==> config.mk <==
export PLATFORM = sky130hd
export DESIGN_NAME = pipeline_ctrl
export DESIGN_NICKNAME = d
export VERILOG_FILES = /design/src/rtl/pipeline_pkg.sv /design/src/rtl/hazard_detect.sv /design/src/rtl/pipeline_ctrl.sv
export SDC_FILE = /design/constraint.sdc
export NUM_CORES = 1
export LEC_CHECK = 0
export CORE_AREA = 2 2 97 99
export DETAILED_ROUTE_END_ITERATION = 16
export DIE_AREA = 0 0 99 101
export HOLD_SLACK_MARGIN = 0.12
export PLACE_DENSITY = 0.77
export REMOVE_ABC_BUFFERS = 1
export SYNTH_ARGS = -nofsm -noshare
export SYNTH_HDL_FRONTEND = slang
export SYNTH_SLANG_ARGS = --single-unit
==> constraint.sdc <==
create_clock -name clk -period 2.7 [get_ports clk]
set_clock_uncertainty 0.1 [all_clocks]
set_input_delay 0.54 -clock clk [delete_from_list [all_inputs] [get_ports clk]]
set_output_delay 0.54 -clock clk [all_outputs]
set_load 0.03 [all_outputs]
==> src/rtl/pipeline_pkg.sv <==
// Shared types and constants for the fetch-side pipeline control block.
package pipeline_pkg;

    localparam int unsigned REG_W_DEF = 4;
    localparam int unsigned CNT_W_DEF = 16;
    localparam int unsigned ADDR_W    = 32;
    localparam logic [31:0] NOP_INSTR = 32'hE1A00000;

    typedef enum logic {
        RUN      = 1'b0,
        MEM_WAIT = 1'b1
    } ctrl_state_t;

endpackage

==> src/rtl/hazard_detect.sv <==
// Combinational comparator flagging a read-after-write hazard on the ID instruction.
module hazard_detect
    import pipeline_pkg::*;
#(
    parameter int unsigned FORWARDING = 0,
    parameter int unsigned REG_W      = REG_W_DEF
) (
    input  logic [REG_W-1:0] id_src1_i,
    input  logic [REG_W-1:0] id_src2_i,
    input  logic             id_two_src_i,
    input  logic             id_src_valid_i,
    input  logic             ex_wb_en_i,
    input  logic [REG_W-1:0] ex_dest_i,
    input  logic             ex_mem_r_en_i,
    input  logic             mem_wb_en_i,
    input  logic [REG_W-1:0] mem_dest_i,
    output logic             hazard_c
);

    logic ex_hit1_c, ex_hit2_c, mem_hit1_c, mem_hit2_c;
    logic match1_c, match2_c;

    assign ex_hit1_c  = ex_wb_en_i  & (ex_dest_i  == id_src1_i);
    assign ex_hit2_c  = ex_wb_en_i  & (ex_dest_i  == id_src2_i);
    assign mem_hit1_c = mem_wb_en_i & (mem_dest_i == id_src1_i);
    assign mem_hit2_c = mem_wb_en_i & (mem_dest_i == id_src2_i);

    // With a bypass network only a load still in EX cannot be forwarded in time.
    assign match1_c = (FORWARDING != 0) ? (ex_mem_r_en_i & ex_hit1_c) : (ex_hit1_c | mem_hit1_c);
    assign match2_c = (FORWARDING != 0) ? (ex_mem_r_en_i & ex_hit2_c) : (ex_hit2_c | mem_hit2_c);

    assign hazard_c = id_src_valid_i & (match1_c | (id_two_src_i & match2_c));

endmodule

==> src/rtl/pipeline_ctrl.sv <==
// Fetch-side pipeline control: freeze/flush/redirect generation, deferred branch
// redirect across memory stalls, and saturating stall/flush counters.
module pipeline_ctrl
    import pipeline_pkg::*;
#(
    parameter int unsigned FORWARDING = 0,
    parameter int unsigned REG_W      = REG_W_DEF,
    parameter int unsigned CNT_W      = CNT_W_DEF
) (
    input  logic              clk,
    input  logic              rst,
    input  logic [REG_W-1:0]  id_src1,
    input  logic [REG_W-1:0]  id_src2,
    input  logic              id_two_src,
    input  logic              id_src_valid,
    input  logic              ex_wb_en,
    input  logic [REG_W-1:0]  ex_dest,
    input  logic              ex_mem_r_en,
    input  logic              mem_wb_en,
    input  logic [REG_W-1:0]  mem_dest,
    input  logic              ex_branch_taken,
    input  logic [ADDR_W-1:0] ex_branch_addr,
    input  logic              mem_busy,
    output logic              freeze,
    output logic              Branch_taken,
    output logic [ADDR_W-1:0] branchAddr,
    output logic              flush,
    output logic              flush_id,
    output logic              id_bubble,
    output logic              freeze_all,
    output logic [CNT_W-1:0]  stall_cnt,
    output logic [CNT_W-1:0]  flush_cnt
);

    ctrl_state_t       state_q, state_d;
    logic              pend_br_q, pend_br_d;
    logic [ADDR_W-1:0] pend_addr_q, pend_addr_d;
    logic [CNT_W-1:0]  stall_cnt_q, stall_cnt_d;
    logic [CNT_W-1:0]  flush_cnt_q, flush_cnt_d;

    logic              hazard_c;
    logic              freeze_c, redirect_c, bubble_c, freeze_all_c;
    logic [ADDR_W-1:0] target_c;

    hazard_detect #(
        .FORWARDING (FORWARDING),
        .REG_W      (REG_W)
    ) u_hazard (
        .id_src1_i      (id_src1),
        .id_src2_i      (id_src2),
        .id_two_src_i   (id_two_src),
        .id_src_valid_i (id_src_valid),
        .ex_wb_en_i     (ex_wb_en),
        .ex_dest_i      (ex_dest),
        .ex_mem_r_en_i  (ex_mem_r_en),
        .mem_wb_en_i    (mem_wb_en),
        .mem_dest_i     (mem_dest),
        .hazard_c       (hazard_c)
    );

    always_ff @(posedge clk or negedge rst) begin
        if (!rst) begin
            state_q     <= RUN;
            pend_br_q   <= 1'b0;
            pend_addr_q <= '0;
            stall_cnt_q <= '0;
            flush_cnt_q <= '0;
        end else begin
            state_q     <= state_d;
            pend_br_q   <= pend_br_d;
            pend_addr_q <= pend_addr_d;
            stall_cnt_q <= stall_cnt_d;
            flush_cnt_q <= flush_cnt_d;
        end
    end

    // Priority: memory stall, then branch redirect, then operand hazard.
    always_comb begin
        state_d      = state_q;
        pend_br_d    = pend_br_q;
        pend_addr_d  = pend_addr_q;
        stall_cnt_d  = stall_cnt_q;
        flush_cnt_d  = flush_cnt_q;
        freeze_c     = 1'b0;
        freeze_all_c = 1'b0;
        redirect_c   = 1'b0;
        bubble_c     = 1'b0;
        target_c     = '0;

        case (state_q)
            RUN:      if (mem_busy)  state_d = MEM_WAIT;
            MEM_WAIT: if (!mem_busy) state_d = RUN;
        endcase

        if (mem_busy) begin
            freeze_c     = 1'b1;
            freeze_all_c = 1'b1;
            if (ex_branch_taken) begin
                pend_br_d   = 1'b1;
                pend_addr_d = ex_branch_addr;
            end
        end else if (ex_branch_taken || pend_br_q) begin
            redirect_c = 1'b1;
            target_c   = pend_br_q ? pend_addr_q : ex_branch_addr;
            pend_br_d  = 1'b0;
            if (!(&flush_cnt_q)) flush_cnt_d = flush_cnt_q + CNT_W'(1);
        end else if (hazard_c) begin
            freeze_c = 1'b1;
            bubble_c = 1'b1;
        end

        if (freeze_c && !(&stall_cnt_q)) stall_cnt_d = stall_cnt_q + CNT_W'(1);
    end

    // Control outputs are forced low while reset is asserted, whatever the inputs.
    assign freeze       = rst & freeze_c;
    assign freeze_all   = rst & freeze_all_c;
    assign Branch_taken = rst & redirect_c;
    assign flush        = rst & redirect_c;
    assign flush_id     = rst & redirect_c;
    assign id_bubble    = rst & bubble_c;
    assign branchAddr   = (rst && redirect_c) ? target_c : '0;
    assign stall_cnt    = stall_cnt_q;
    assign flush_cnt    = flush_cnt_q;

endmodule

Word level (Yosys, flattened, before mapping)

Index checks and enable logic that the tools add are counted.

Register bits: 65
Word-level logic and storage cells: 50

Add/sub/neg operators: 2
Muxes and demuxes: 14
Reductions and logical operators: 10
Bitwise gates (word level): 15
Equality and inequality tests: 5

Operator list:

| cell                                                             | number |
|---|---|
| 32-bit 2-to-1 mux                                                | 4 |
| 16-bit by 1-bit adder with 16-bit output (second input constant) | 2 |
| 16-bit AND reduction                                             | 2 |
| 4-bit equality test                                              | 4 |
| 1-bit bitwise AND                                                | 10 |
| 1-bit 2-to-1 mux                                                 | 10 |
| 2-bit AND reduction                                              | 2 |
| 1-bit bitwise OR                                                 | 3 |
| 3-bit AND reduction                                              | 1 |
| 1-bit logical AND                                                | 2 |
| 2-bit inequality test (second input constant)                    | 1 |
| 1-bit NOT                                                        | 2 |
| 2-bit nonzero test                                               | 1 |
| 1-bit zero test                                                  | 1 |
| 1-bit logical OR                                                 | 1 |

Logic depth before layout (Yosys ltp)

Word-level depth: 10
Gate-level depth with buffers: 8

Cells and area by module

Synthesis repeated with hierarchy kept, for this count alone.

Cells, all modules: 321
Area, all modules: 3607.2 µm²

Modules (own cells, without submodules):

| module        | area each (µm²) | sequential area each (µm²) | instances | cells each |
|---|---|---|---|---|
| pipeline_ctrl | 3413.3          | 1626.6                     | 1         | 296 |
| hazard_detect | 193.9           | 0.0                        | 1         | 25 |

Worst setup path before layout

Ideal clock, no wire load.

Path kind: input -> output
From: input ex_dest[1]
To: output id_bubble
Stages on the path: 4
Path buffers: 0
Path slack: 0.117 ns
Arrival: 1.943 ns
Cell sequence: xor2_1 -> nor4_2 -> o311ai_2 -> nor3b_1

Longest elaborated chain between the ends: 10
Elaborated cells on any way between the ends: 13
Classes of those cells: 2 x eq/ne; 3 x mux; 8 x bitwise

RTL lines:

| item                | line                 | text |
|---|---|---|
| start: declaration  | pipeline_ctrl.sv:17  | `input logic [REG_W-1:0] ex_dest,` |
| 4-bit equality test | hazard_detect.sv:24  | `assign ex_hit2_c = ex_wb_en_i & (ex_dest_i == id_src2_i);` |
| 1-bit bitwise AND   | hazard_detect.sv:24  |  |
| 1-bit bitwise OR    | hazard_detect.sv:30  | `assign match2_c = (FORWARDING != 0) ? (ex_mem_r_en_i & ex_hit2_c) : (ex_hit2_c \| mem_hit2_c);` |
| 1-bit bitwise AND   | hazard_detect.sv:32  | `assign hazard_c = id_src_valid_i & (match1_c \| (id_two_src_i & match2_c));` |
| 1-bit bitwise OR *  | hazard_detect.sv:32  |  |
| 1-bit bitwise AND * | hazard_detect.sv:32  |  |
| 1-bit 2-to-1 mux *  | pipeline_ctrl.sv:107 | `end else if (hazard_c) begin` |
| 1-bit 2-to-1 mux *  | pipeline_ctrl.sv:102 | `end else if (ex_branch_taken \|\| pend_br_q) begin` |
| 1-bit 2-to-1 mux *  | pipeline_ctrl.sv:95  | `if (mem_busy) begin` |
| 1-bit bitwise AND * | pipeline_ctrl.sv:121 | `assign id_bubble = rst & bubble_c;` |
| end: declaration    | pipeline_ctrl.sv:29  | `output logic id_bubble,` |

Mark *: on every way between the ends. The rest lies on a longest branch, timed or not.

Final worst setup path

From: input id_two_src
To: output freeze

Longest elaborated chain between the ends: 7

RTL lines:

| item               | line                 | text |
|---|---|---|
| start: declaration | pipeline_ctrl.sv:14  | `input logic id_two_src,` |
| 1-bit bitwise AND  | hazard_detect.sv:32  |  |
| 1-bit bitwise OR   | hazard_detect.sv:32  |  |
| 1-bit bitwise AND  | hazard_detect.sv:32  |  |
| 1-bit 2-to-1 mux   | pipeline_ctrl.sv:107 |  |
| 1-bit 2-to-1 mux   | pipeline_ctrl.sv:102 |  |
| 1-bit 2-to-1 mux   | pipeline_ctrl.sv:95  |  |
| 1-bit bitwise AND  | pipeline_ctrl.sv:116 | `assign freeze = rst & freeze_c;` |
| end: declaration   | pipeline_ctrl.sv:24  | `output logic freeze,` |

Every way passes these cells.

==> out/results.txt <==
Clk Latency, worst-skew pair -> 0.34 ns
Fmax -> 385 MHz
final hold viol count -> 0
Layout fillers -> 796
switching share of power -> 0.326
die height -> 101 µm
Setup Viol. Count Final -> 0
wire per inst -> 14.0 µm
Worst Tran Pin Value -> 0.568 ns
Post-route DRC -> 0
die span in x -> 99 µm
vias per cell -> 4.91
slew margin rel. -> 0.622
DR vias -> 2736
logic gate share of total power -> 0.316
synth warn -> 0
CTS tree -> done
Placement Rows -> 35
Setup WS post-layout -> 0.103 ns
Initial Util -> 0.380
first-pass GRT wire length -> 13.1 mm
Setup crit start kind -> primary input
die area -> 10000 µm²
DP Wirelength -> 5.59 mm
cts bufs inserted -> 9
vias in the first global route -> 2876
Max VDD drop -> 475 µV
share of cells above drive strength 1 -> 0.247
final slew viol count -> 0
Final #Nets -> 502
register area -> 1630 µm²
static leakage -> 2.23 nW
Arrival @ worst endpoint -> 1.96 ns
critical path data required time -> 2.06 ns
ant diodes -> 0
Post-synth EDFFs -> 0
CTS sink cnt -> 65
outcome -> finished, final reports clean
Synth cell types -> 30
M1 GR Usage -> 0.190
GR Layer Usage met2 -> 0.280
FFs w/ async S/R, synth -> 1.00
Core Box Area -> 8980 µm²
synthesized area per cell -> 11.2 µm²
P_int -> 2.12 mW
Tmin final -> 2.60 ns
Post-Route WL -> 7.77 mm
I/O pin total -> 127
#FFs+latches synth -> 65
Root Driver -> clkbuf_8
NetSw -> 1.03 mW
ys flop type -> dfrtp_1
Synth Instances -> 306
Area growth, synth to finish -> 46.2%
largest net degree at the start of global routing -> 37
PwrDens -> 631 nW/µm²
drt pass-1 iters -> 4
Clock power frac -> 0.270
crit share post-route -> 0.962
Max clock buf depth -> 2
path type of the worst setup path -> in -> out
worst slack, placed -> -0.121 ns
sum of negative setup slack -> 0 ns
GPL Wtd Cong -> 0.706
clk slew on worst S/H paths -> 0.07 ns
multi-input logic area -> 1730 µm²
Maximum Capacitance Violations -> 0
initial DRC count -> 63
crit-path max FO -> 3
GRT Total Usage -> 0.164
initial antenna violation count -> 0
global route hottest layer -> met2
RSZ-0062 raised after global routing -> false
met3 Use GR -> 0.0555
register share of total power -> 0.414
worst hold path type -> reg -> reg
Detail Route Antenna Nets -> 0
sequential fraction of the synthesis area -> 0.476
Synth Cell Area -> 3420 µm²
GRT Residual Overflow -> 0
Setup crit end kind -> output port
H-tree levels -> 3
count of input and output buffers -> 125
-- stage by stage --
step / cells / cell area, µm² / hold slack (ns) / utilization / total power, mW
floorplan: 293 / 3350 / 0.144 / - / 1.88
global placement: 541 / 4770 / 0.294 / 0.531 / 2.30
detailed placement: 541 / 4770 / 0.293 / 0.531 / 2.33
CTS: 557 / 4980 / 0.399 / 0.555 / 3.20
global route: 557 / 4990 / 0.420 / 0.556 / 3.33
finish: 557 / 4990 / 0.397 / 0.556 / 3.15
-- critical path, stage by stage --
cell and delay, ns:
clkdlybuf4s50_1 0.45, nand3_1 0.12, o22ai_1 0.09, o311ai_2 0.29
nand2_1 0.12, and2_1 0.18, buf_4 0.17
-- flip-flops by register name, indices dropped and copies added (netlist names) --
signal,count
pend_br_q,1
pend_addr_q,32
stall_cnt,16
flush_cnt,16
-- cell families after synthesis --
| family | after synthesis | share of synthesized area |
|---|---|---|
| xor+xnor | 42 | 0.108 |
| buf+inv | 17 | 0.0234 |
| compound gates | 8 | 0.0249 |
| mux | 68 | 0.212 |
| simple gates | 104 | 0.148 |
| fa+ha+maj | 2 | 0.00732 |
| flops | 65 | 0.476 |
-- repair_timing --
action | CTS | global route
resized for setup | 18 | 3
setup buffers | 1 | 0
pin swaps | 8 | 2
cloned | 0 | 0
setup endpoints to repair | 18 | 4
hold endpoints to repair | 4 | 0
hold buffers | 1 | 0
-- metal layers --
layer  part of all wire  up-vias
li1                   -     1328
met1               0.42     1303
met2               0.49       92
met3              0.076       13
met4              0.014        0
met5                  0        -
-- final timing paths --
check / startpoint / to / slack, ns / cells past startpoint
hold / removal: flush_cnt[9]$_DFFE_PN0P_ / flush_cnt[9]$_DFFE_PN0P_ / 0.40 / 1
setup reg to reg: stall_cnt[0]$_DFFE_PN0P_ / stall_cnt[1]$_DFFE_PN0P_ / 0.68 / 7
max in group asynchronous: rst / pend_addr_q[28]$_DFFE_PN0P_ / 1.31 / 3
setup / recovery: id_two_src / freeze / 0.10 / 7
hold reg to reg: flush_cnt[9]$_DFFE_PN0P_ / flush_cnt[9]$_DFFE_PN0P_ / 0.40 / 1
min in group asynchronous: rst / flush_cnt[14]$_DFFE_PN0P_ / 0.49 / 2
-- power groups by stage --
stage	clock, mW	sequential, mW	combinational (mW)
floorplan	0	1.50	0.381
global placement	0	1.31	0.990
detailed placement	0	1.32	1.01
CTS	0.885	1.31	1.01
global route	0.922	1.34	1.07
finish	0.850	1.30	0.997
-- layout make-up --
type,instances,area share
flip-flops and latches,65,0.326
inverters,4,0.00301
well taps,111,0.0278
clock buffers,12,0.0331
multi-input cells,224,0.346
clock inverters,2,0.00752
repair buffers,139,0.256
-- synthesized netlist by cell type, types with 3 or more instances --
master | n | area share
nand3_1 | 15 | 0.022
mux2i_1 | 33 | 0.097
xnor2_1 | 30 | 0.077
mux2_2 | 35 | 0.12
and3_1 | 10 | 0.018
clkbuf_1 | 5 | 0.0055
nand2_1 | 15 | 0.016
buf_1 | 4 | 0.0044
nand4_1 | 10 | 0.018
dfrtp_1 | 65 | 0.48
xor2_1 | 12 | 0.031
inv_1 | 4 | 0.0044
nor2_1 | 43 | 0.047
and2_1 | 3 | 0.0055
-- cells in the final DEF (no fill, tap or decap), types with 2 or more instances in the layout --
master           netlist  layout
nor4_2                 2       2
mux2i_1               33      33
dlygate4sd2_1          0      16
clkdlybuf4s50_1        0      70
and4_1                 2       2
nor2_1                43      42
dfrtp_1               65      64
nand2_1               15      15
inv_1                  4       4
mux2_2                35      35
clkbuf_8               0      12
buf_4                  2      47
a31oi_1                2       2
nand3_1               15      14
ha_1                   2       2
and3_1                10      10
nand2b_1               2       2
nand4_1               10      10
and2_1                 3       3
xnor2_1               30      30
buf_12                 0       3
xor2_1                12      11
No activity file was read; power rests on OpenSTA's default activity.
